<file path="src/rtl/inverse_row_normalizer.sv">
// -----------------------------------------------------------------------------
// inverse_row_normalizer
//   Back end of the 5x5 Gauss-Jordan inverter. The eliminated augmented matrix
//   [D | R] arrives row-major, one element per handshake. For each row the
//   pivot D[r][r] is captured and the right half R[r][*] is buffered. Each
//   buffered element is then divided by the pivot with a bit-serial restoring
//   divider. The signed Q(W).(FRAC) quotients are streamed out one per
//   handshake.
//
// Ports
//   clk        rising-edge clock
//   rst        asynchronous reset, active high
//   in_data    augmented-matrix element (signed, W bits), columns 0..2N-1
//   in_valid   in_data valid
//   in_ready   block accepts in_data (only while loading a row)
//   out_data   signed quotient, QW = W+FRAC bits
//   out_row    row index of out_data
//   out_col    inverse column index of out_data (input column N+out_col)
//   out_div0   the row's pivot was zero; out_data forced to 0
//   out_last   final element (N-1, N-1) of the matrix
//   out_valid  out_* valid
//   out_ready  consumer accepts out_*
// -----------------------------------------------------------------------------
module inverse_row_normalizer #(
  parameter int N    = 5,
  parameter int W    = 8,
  parameter int FRAC = 8,
  parameter int QW   = W + FRAC
) (
  input  logic          clk,
  input  logic          rst,
  input  logic [W-1:0]  in_data,
  input  logic          in_valid,
  output logic          in_ready,
  output logic [QW-1:0] out_data,
  output logic [2:0]    out_row,
  output logic [2:0]    out_col,
  output logic          out_div0,
  output logic          out_last,
  output logic          out_valid,
  input  logic          out_ready
);

  localparam int CW = $clog2(2 * N);  // input column counter width
  localparam int IW = $clog2(N);      // row-buffer index width
  localparam int BW = $clog2(QW);     // divider step counter width

  typedef enum logic [1:0] {
    ST_LOAD  = 2'd0,
    ST_SETUP = 2'd1,
    ST_DIV   = 2'd2,
    ST_OUT   = 2'd3
  } state_t;

  // Magnitude of a signed W-bit value as a W+1-bit unsigned (-2^(W-1) maps to 2^(W-1)).
  function automatic logic [W:0] mag_of(input logic [W-1:0] x);
    logic [W:0] ext;
    ext = {x[W-1], x};
    if (x[W-1]) begin
      mag_of = (~ext) + {{W{1'b0}}, 1'b1};
    end else begin
      mag_of = ext;
    end
  endfunction

  // Apply the sign to the unsigned quotient. Only a positive 2^(QW-1) can
  // overflow, and it saturates to the largest positive code.
  function automatic logic [QW-1:0] finalize(input logic [QW-1:0] mag,
                                             input logic          neg,
                                             input logic          zero_div);
    logic [QW-1:0] res;
    if (zero_div) begin
      res = '0;
    end else if (neg) begin
      res = (~mag) + {{(QW-1){1'b0}}, 1'b1};
    end else if (mag[QW-1]) begin
      res = {1'b0, {(QW-1){1'b1}}};
    end else begin
      res = mag;
    end
    return res;
  endfunction

  state_t          state_q, state_d;
  logic [CW-1:0]   in_col_q, in_col_d;
  logic [2:0]      row_q, row_d;
  logic [2:0]      col_q, col_d;
  logic [BW-1:0]   bit_cnt_q, bit_cnt_d;
  logic [W-1:0]    pivot_q, pivot_d;
  logic [W-1:0]    rbuf_q [N];
  logic [W-1:0]    rbuf_d [N];
  logic            sign_q, sign_d;
  logic [W:0]      divisor_q, divisor_d;
  logic [W:0]      rem_q, rem_d;
  logic [QW-1:0]   dq_q, dq_d;          // dividend shifts out the top, quotient shifts in the bottom
  logic            in_ready_q, in_ready_d;
  logic [QW-1:0]   out_data_q, out_data_d;
  logic [2:0]      out_row_q, out_row_d;
  logic [2:0]      out_col_q, out_col_d;
  logic            out_div0_q, out_div0_d;
  logic            out_last_q, out_last_d;
  logic            out_valid_q, out_valid_d;

  logic [W-1:0]    num_s;
  logic [W:0]      num_mag_s;
  logic [IW-1:0]   rb_idx_s;
  logic [W+1:0]    shifted_s;
  logic            qbit_s;
  logic [W:0]      diff_s;
  logic [QW-1:0]   dq_next_s;
  logic            in_hs_s;

  // Next-state, datapath and output-register logic for the row pipeline.
  always_comb begin
    state_d     = state_q;
    in_col_d    = in_col_q;
    row_d       = row_q;
    col_d       = col_q;
    bit_cnt_d   = bit_cnt_q;
    pivot_d     = pivot_q;
    rbuf_d      = rbuf_q;
    sign_d      = sign_q;
    divisor_d   = divisor_q;
    rem_d       = rem_q;
    dq_d        = dq_q;
    out_data_d  = out_data_q;
    out_row_d   = out_row_q;
    out_col_d   = out_col_q;
    out_div0_d  = out_div0_q;
    out_last_d  = out_last_q;
    out_valid_d = out_valid_q;

    in_hs_s   = in_valid && in_ready_q;
    num_s     = rbuf_q[col_q];
    num_mag_s = mag_of(num_s);
    rb_idx_s  = IW'(in_col_q - CW'(N));

    // One restoring step: the remainder is always below the divisor, so when
    // the trial succeeds the difference fits in W+1 bits.
    shifted_s = {rem_q, dq_q[QW-1]};
    qbit_s    = (shifted_s >= {1'b0, divisor_q});
    diff_s    = shifted_s[W:0] - divisor_q;
    dq_next_s = {dq_q[QW-2:0], qbit_s};

    case (state_q)
      ST_LOAD: begin
        if (in_hs_s) begin
          if (in_col_q == CW'(row_q)) begin
            pivot_d = in_data;
          end else begin
            pivot_d = pivot_q;
          end
          if (in_col_q >= CW'(N)) begin
            rbuf_d[rb_idx_s] = in_data;
          end else begin
            rbuf_d = rbuf_q;
          end
          if (in_col_q == CW'(2 * N - 1)) begin
            in_col_d = '0;
            state_d  = ST_SETUP;
          end else begin
            in_col_d = in_col_q + CW'(1);
            state_d  = ST_LOAD;
          end
        end else begin
          in_col_d = in_col_q;
        end
      end

      ST_SETUP: begin
        sign_d    = num_s[W-1] ^ pivot_q[W-1];
        divisor_d = mag_of(pivot_q);
        dq_d      = QW'({num_mag_s, {FRAC{1'b0}}});
        rem_d     = '0;
        bit_cnt_d = '0;
        state_d   = ST_DIV;
      end

      ST_DIV: begin
        rem_d     = qbit_s ? diff_s : shifted_s[W:0];
        dq_d      = dq_next_s;
        bit_cnt_d = bit_cnt_q + BW'(1);
        if (bit_cnt_q == BW'(QW - 1)) begin
          state_d     = ST_OUT;
          out_valid_d = 1'b1;
          out_data_d  = finalize(dq_next_s, sign_q, (pivot_q == '0));
          out_row_d   = row_q;
          out_col_d   = col_q;
          out_div0_d  = (pivot_q == '0);
          out_last_d  = (row_q == 3'(N - 1)) && (col_q == 3'(N - 1));
        end else begin
          state_d = ST_DIV;
        end
      end

      ST_OUT: begin
        if (out_ready) begin
          out_valid_d = 1'b0;
          if (col_q < 3'(N - 1)) begin
            col_d   = col_q + 3'd1;
            state_d = ST_SETUP;
          end else begin
            col_d   = '0;
            state_d = ST_LOAD;
            if (row_q < 3'(N - 1)) begin
              row_d = row_q + 3'd1;
            end else begin
              row_d = '0;
            end
          end
        end else begin
          out_valid_d = out_valid_q;
        end
      end

      default: begin
        state_d = ST_LOAD;
      end
    endcase

    // Input is only taken while a row is being loaded.
    in_ready_d = (state_d == ST_LOAD);
  end

  // State and datapath registers; reset discards any in-flight row.
  always_ff @(posedge clk or posedge rst) begin
    if (rst) begin
      state_q     <= ST_LOAD;
      in_col_q    <= '0;
      row_q       <= '0;
      col_q       <= '0;
      bit_cnt_q   <= '0;
      pivot_q     <= '0;
      for (int i = 0; i < N; i++) begin
        rbuf_q[i] <= '0;
      end
      sign_q      <= 1'b0;
      divisor_q   <= '0;
      rem_q       <= '0;
      dq_q        <= '0;
      in_ready_q  <= 1'b0;
      out_data_q  <= '0;
      out_row_q   <= '0;
      out_col_q   <= '0;
      out_div0_q  <= 1'b0;
      out_last_q  <= 1'b0;
      out_valid_q <= 1'b0;
    end else begin
      state_q     <= state_d;
      in_col_q    <= in_col_d;
      row_q       <= row_d;
      col_q       <= col_d;
      bit_cnt_q   <= bit_cnt_d;
      pivot_q     <= pivot_d;
      rbuf_q      <= rbuf_d;
      sign_q      <= sign_d;
      divisor_q   <= divisor_d;
      rem_q       <= rem_d;
      dq_q        <= dq_d;
      in_ready_q  <= in_ready_d;
      out_data_q  <= out_data_d;
      out_row_q   <= out_row_d;
      out_col_q   <= out_col_d;
      out_div0_q  <= out_div0_d;
      out_last_q  <= out_last_d;
      out_valid_q <= out_valid_d;
    end
  end

  assign in_ready  = in_ready_q;
  assign out_data  = out_data_q;
  assign out_row   = out_row_q;
  assign out_col   = out_col_q;
  assign out_div0  = out_div0_q;
  assign out_last  = out_last_q;
  assign out_valid = out_valid_q;

endmodule

</file>
<file path="config.mk">
export PLATFORM = sky130hd
export DESIGN_NAME = inverse_row_normalizer
export DESIGN_NICKNAME = d
export VERILOG_FILES = /design/src/rtl/inverse_row_normalizer.sv
export SDC_FILE = /design/constraint.sdc
export NUM_CORES = 1
export LEC_CHECK = 0
export ABC_CLOCK_PERIOD_IN_PS = 8000
export CAP_MARGIN = 5
export CORE_MARGIN = 4
export CORE_UTILIZATION = 55
export CTS_CLUSTER_SIZE = 25
export DETAILED_ROUTE_END_ITERATION = 16
export MAX_ROUTING_LAYER = met4
export PLACE_DENSITY_LB_ADDON = 0.3
export SYNTH_ARGS = -nofsm -noshare
export SYNTH_HDL_FRONTEND = slang
export SYNTH_SLANG_ARGS = --single-unit
</file>
<file path="constraint.sdc">
create_clock -name clk -period 8 [get_ports clk]
set_input_delay 1.6 -clock clk [delete_from_list [all_inputs] [get_ports clk]]
set_output_delay 1.6 -clock clk [all_outputs]
set_load 0.005 [all_outputs]
</file>
==> results.md, run 1 <==
- Global Route Usage Sum: 0.229
- Worst setup EP type: flip-flop
- CP arrival: 3.92 ns
- Clk_lat worst skew: 0.42 ns
- Fin util: 0.646
- Status: finished clean
- Critical Path Max Stage Delay: 0.69 ns
- Final setup violation count: 0
- Reg-to-Reg Start: dq_q[15]$_DFFE_PP0P_
- Post-synth EDFFs: 0
- R2r worst-path depth: 14
- Syn nets: 705
- Dpl ws: 4.26 ns
- Warnings from Yosys: 0
- Ant diodes: 0
- Buf/Inv on CP: 1
- Via density: 5.94
- Placed cell area: 0.00717 mm²
- RSZ-0062 raised after global routing: no
- Unique masters post-synth: 70
- Final ANT Viol Nets: 0
- Cell family with most CP delay: simple AND/OR/NAND/NOR gates
- R2r setup slk: 4.36 ns
- Global-route wire length before repair: 25200 µm
- Final hold violation count: 0
- # hold bufs at CTS: 0
- Synth async-reset ratio: 1.00
- Area grow syn2layout: 15.3%
- Min-Delay Path Class: reg2reg
- Crit. Startpoint: dq_q[15]$_DFFE_PP0P_
- DR WL/cell: 17.1 µm
- Die Area: 0.0141 mm²
- Kind of critical path: reg2reg
- Main synth FF type: dfrtp_1
- Final net count: 734
- Max IR drop VDD: 0.222 mV
- Worst-path clk slew: 0.05 ns
- Levels on crit path: 14
- PwrDens: 371 mW/mm²
- First drt pass iteration count: 5
- Htree depth: 4
- Cell taking the most area after synthesis: dfrtp_1
- Worst setup path endpoint: out_data[14]$_DFFE_PP0P_
- Startpoint Class: flip-flop
- Clock skew: 0.00783 ns
- Synth top area share: 0.465
- Vias in the first global route: 5274
- Mapped Cells: 667
- # Post-CTS Setup Buffers: 0
- Die W: 119 µm
- Max-slew violations: 0
- Max Clk Rate: 275 MHz
- RePlAce Congestion: 0.871
- DR vias: 5084
- CP max FO: 20
- Chip height: 119 µm
- Core area: 0.0120 mm²
- Number of placed I/O pins: 38
- Antenna violations before repair: 0
- Fin area: 0.00776 mm²
- Final period util: 0.455
- PostCTS Resize Cnt: 0
- Maxcap violations: 0
- Mapped cell area: 0.00673 mm²
- Most frequent cells in the layout: dfrtp_1, nand2_1, o21ai_0
- Placed wire-length estimate: 10200 µm
- Setup ws final: 4.36 ns
- Leakage: 3.31 nW
- Yosys reg bits: 125
- Commonest non-fill, non-tap cell in the layout: dfrtp_1
- Worst path required time: 8.28 ns
- Top post-synthesis cells by area: dfrtp_1, mux2_2, ha_1
- # clock sinks: 125
- Syn avg cell area: 10.1 µm²
- Post-synthesis sequential area ratio: 0.465
- Slew of the pin with the lowest slew margin: 0.969 ns
- Slew margin rel.: 0.354
- CTS tree: done
- R2R Path End: out_data[14]$_DFFE_PP0P_
- CTS Buf Count: 17
- Slowest cell on the critical path: and2_1
- Setup_tns: 0 ns
- Routed wire length: 14600 µm
- Rows: 40
- Grt ovf: 0
- CTS Root Cell: clkbuf_16
- Cell Chain, Critical Path: inv_1 > ha_1 > fa_1 > nor2b_4 > o21ai_4 > a31oi_2 > o2111ai_2 > and2_1 > ha_1 > nand3_1 > nor2_1 > a31oi_1 > o21ai_0 > o21ai_0
- DRC Markers: 0
- Buffers on Ports: 37
- Share of layout cells above drive strength 1: 0.147
- Starting Density: 0.560
- Largest net degree at the start of global routing: 78
- Final min period: 3.64 ns
- Iter 0 DRT Violations: 334
- Clock Tree Buf Depth: 2
==> worst min-delay path by stage <==
stage	slack [ns]	depth (start not counted)	from	endpoint
6_report	0.48	2	out_data[6]$_DFFE_PP0P_	out_data[6]$_DFFE_PP0P_
3_5_place_dp	0.47	2	out_data[11]$_DFFE_PP0P_	out_data[11]$_DFFE_PP0P_
2_1_floorplan	0.46	2	divisor_q[8]$_DFFE_PP0N_	divisor_q[8]$_DFFE_PP0N_
4_1_cts	0.49	2	out_data[6]$_DFFE_PP0P_	out_data[6]$_DFFE_PP0P_
5_1_grt	0.51	2	out_data[10]$_DFFE_PP0P_	out_data[10]$_DFFE_PP0P_
3_3_place_gp	0.46	2	out_col[2]$_DFFE_PP0P_	out_col[2]$_DFFE_PP0P_
==> per-stage QoR <==
stage                     hold slack [ns]  cells  total power [mW]
after CTS                           0.486    856              2.89
after global placement              0.458    824              2.06
final                               0.480    856              2.88
after floorplan                     0.464    667              1.89
after detailed placement            0.471    824              2.12
after global routing                0.507    856              3.07
==> cell usage after synthesis, types with 3 or more instances <==
cell type    n
or3_1        3
xnor2_1     14
o31ai_1      4
mux2i_1     20
nor2b_1      6
o41ai_1      5
o211ai_1     3
nor3_2       4
o2bb2ai_1    4
clkbuf_1    18
inv_1       40
a31oi_1      9
a41oi_1      3
nand3_1     22
o311ai_1     5
nand2_1     74
buf_2       10
nor3_1      10
nor2_1      40
dfrtp_1    125
nand2b_1    13
o22ai_1      9
ha_1        25
nand4_1      5
o221ai_1     3
xor2_1       9
a21o_1       3
mux2_2      49
o21ai_0     50
nor3b_1      3
a22o_1       3
a21oi_1     31
==> cell type report <==
class                   count  area [µm²]
repair buffers             41         400
clock buffers              23         478
clock inverters             9         110
well taps                 147         184
multi-input cells         470        3300
flip-flops and latches    125        3130
fillers                   952        4250
inverters                  41         156
==> logic make-up after synthesis <==
| kind of cell | Yosys count | share of synthesized area |
|---|---|---|
| multiplexers | 69 | 0.112 |
| adder cells (fa/ha/maj) | 26 | 0.0495 |
| AND/OR/NAND/NOR | 197 | 0.147 |
| XOR/XNOR | 23 | 0.0299 |
| buffers and inverters | 72 | 0.0443 |
| flip-flops | 125 | 0.465 |
| AO/OA/AOI/OAI | 155 | 0.153 |
==> per-layer routing <==
| metal | vias up | wire, µm | GRT usage |
|---|---|---|---|
| li1 | 2432 | - | - |
| met1 | 2489 | 6460 | 0.281 |
| met2 | 131 | 7170 | 0.361 |
| met3 | 32 | 713 | 0.0651 |
| met4 | 0 | 287 | 0.0854 |
| met5 | - | 0 | - |
==> flip-flops by register name (all words and copies together) (netlist names) <==
register   flops
rbuf_q        40
bit_cnt_q      4
sign_q         1
out_valid      1
pivot_q        8
out_col        3
out_data      16
out_row        3
out_last       1
rem_q          9
col_q          3
in_col_q       4
state_q        2
divisor_q      9
in_ready       1
out_div0       1
row_q          3
dq_q          16
==> power by group <==
part,internal [mW],switching [mW]
clock,0.483,0.272
sequential,0.823,0.200
combinational,0.503,0.603
==> worst register-to-register path, delay by kind of cell (launching register included) <==
| kind | cells | cell delay [ns] |
|---|---|---|
| AND/OR/NAND/NOR | 4 | 1.24 |
| AO/OA/AOI/OAI | 6 | 0.99 |
| adder cells (fa/ha/maj) | 3 | 0.80 |
| flip-flops | 1 | 0.38 |
| buffers and inverters | 1 | 0.08 |
No activity file was read; power rests on OpenSTA's default activity.
==> run 2, diff against run 1 <==
ABC_CLOCK_PERIOD_IN_PS = 3400   (was 8000)
clock period = 3.4 ns   (was 8 ns; I/O delays follow)
==> results.md, run 2 (same netlist as run 1, synthesis figures left out) <==
- Antenna violations before repair: 0
- # Post-CTS Setup Buffers: 0
- CTS tree: done
- CTS Root Cell: clkbuf_16
- Starting Density: 0.560
- R2r worst-path depth: 14
- Fin util: 0.650
- DR vias: 5134
- Die Area: 0.0141 mm²
- Area grow syn2layout: 16.1%
- Final hold violation count: 0
- Leakage: 3.35 nW
- DR WL/cell: 17.0 µm
- # clock sinks: 125
- Kind of critical path: reg2reg
- First drt pass iteration count: 5
- Vias in the first global route: 5136
- CP max FO: 7
- Core area: 0.0120 mm²
- Global Route met3 Usage: 0.0493
- Chip height: 119 µm
- Buffers on Ports: 37
- Htree depth: 4
- Pwr Total: 6.72 mW
- Reg with most FFs: rbuf_q
- Max reg flops: 40
- Hold Path Cell Cnt: 2
- Dpl ws: 0.420 ns
- RePlAce Congestion: 0.910
- PostCTS Resize Cnt: 0
- Final net count: 742
- Largest net degree at the start of global routing: 54
- Status: finished clean
- Via density: 5.94
- PwrDens: 860 mW/mm²
- Slew of the pin with the lowest slew margin: 0.914 ns
- Final ANT Viol Nets: 0
- Iter 0 DRT Violations: 426
- Setup_tns: 0 ns
- Clk_lat worst skew: 0.42 ns
- Max Clk Rate: 329 MHz
- Routed wire length: 14700 µm
- Maxcap violations: 0
- Grt ovf: 0
- Die W: 119 µm
- Max-slew violations: 0
- CP arrival: 3.32 ns
- Worst setup EP type: flip-flop
- Global-route wire length before repair: 24900 µm
- Final min period: 3.04 ns
- Global Route Usage Sum: 0.226
- Number of placed I/O pins: 38
- Commonest non-fill, non-tap cell in the layout: dfrtp_1
- Clock Tree Buf Depth: 2
- Clock skew: 0.00675 ns
- # hold bufs at CTS: 0
- Max IR drop VDD: 0.442 mV
- Ant diodes: 0
- Share of layout cells above drive strength 1: 0.158
- Met2 usage: 0.353
- Setup ws final: 0.363 ns
- Final period util: 0.893
- Min-Delay Path Class: reg2reg
- Worst-path clk slew: 0.05 ns
- DRC Markers: 0
- Busiest grt layer: met2
- Rows: 40
- Slew margin rel.: 0.390
- CTS Buf Count: 17
- GR Util met1: 0.283
- Startpoint Class: flip-flop
- Worst path required time: 3.69 ns
- Placed wire-length estimate: 10400 µm
- Filler cell count: 954
- Final setup violation count: 0
- Most frequent cells in the layout: dfrtp_1, nand2_1, o21ai_0
- RSZ-0062 raised after global routing: no
## run 2: changes by cell type in the layout (fill, tap and decap cells not counted), sizes merged
cell and change:
buf +8, bufinv -1, clkbuf -2, clkinv +3
clkinvlp +2, inv -2
## run 2: metrics by stage
stage / area (µm²) / hold slack, ns / cells
floorplan: 6730 / 0.464 / 667
global placement: 7260 / 0.460 / 832
detailed placement: 7260 / 0.470 / 832
CTS: 7810 / 0.483 / 864
global route: 7810 / 0.512 / 864
finish: 7810 / 0.475 / 864
## run 2: per-layer routing
layer,up-vias,part of all wire
met5,-,0
met4,0,0.028
met3,41,0.048
met2,156,0.48
met1,2489,0.44
li1,2448,-
## run 2: final timing paths
| kind | slack, ns | from | endpoint |
|---|---|---|---|
| worst max-delay path | 0.36 | dq_q[15]$_DFFE_PP0P_ | out_data[12]$_DFFE_PP0P_ |
| max in group asynchronous | 1.91 | rst | rbuf_q[13]$_DFFE_PP0P_ |
| worst min register to register | 0.48 | out_row[2]$_DFFE_PP0P_ | out_row[2]$_DFFE_PP0P_ |
| min in group asynchronous | 0.76 | rst | out_row[1]$_DFFE_PP0P_ |
| worst min-delay path | 0.48 | out_row[2]$_DFFE_PP0P_ | out_row[2]$_DFFE_PP0P_ |
| worst max register to register | 0.36 | dq_q[15]$_DFFE_PP0P_ | out_data[12]$_DFFE_PP0P_ |
## run 2: cell type report
| class | count | area (µm²) | share of cell area |
|---|---|---|---|
| Sequential cell | 125 | 3130 | 0.400 |
| Inverter | 41 | 158 | 0.0202 |
| Tap cell | 147 | 184 | 0.0235 |
| Clock inverter | 11 | 93.8 | 0.0120 |
| Clock buffer | 21 | 460 | 0.0589 |
| Timing Repair Buffer | 49 | 485 | 0.0621 |
| Multi-Input combinational cell | 470 | 3300 | 0.423 |
## run 2: worst max-delay path: stages (launching register included)
cell,delay [ns]
dfrtp_1,0.37
inv_1,0.08
ha_1,0.18
fa_1,0.26
nor2b_4,0.06
o21ai_4,0.14
a31oi_2,0.12
o2111ai_2,0.29
and2_1,0.22
ha_1,0.23
nand3_1,0.13
nor2_1,0.36
a31oi_1,0.15
o21ai_0,0.22
o21ai_1,0.08
## run 2: power breakdown
group	internal (mW)	switching (mW)
registers	1.94	0.446
logic	1.21	1.45
clock network	1.03	0.636
total	4.18	2.53
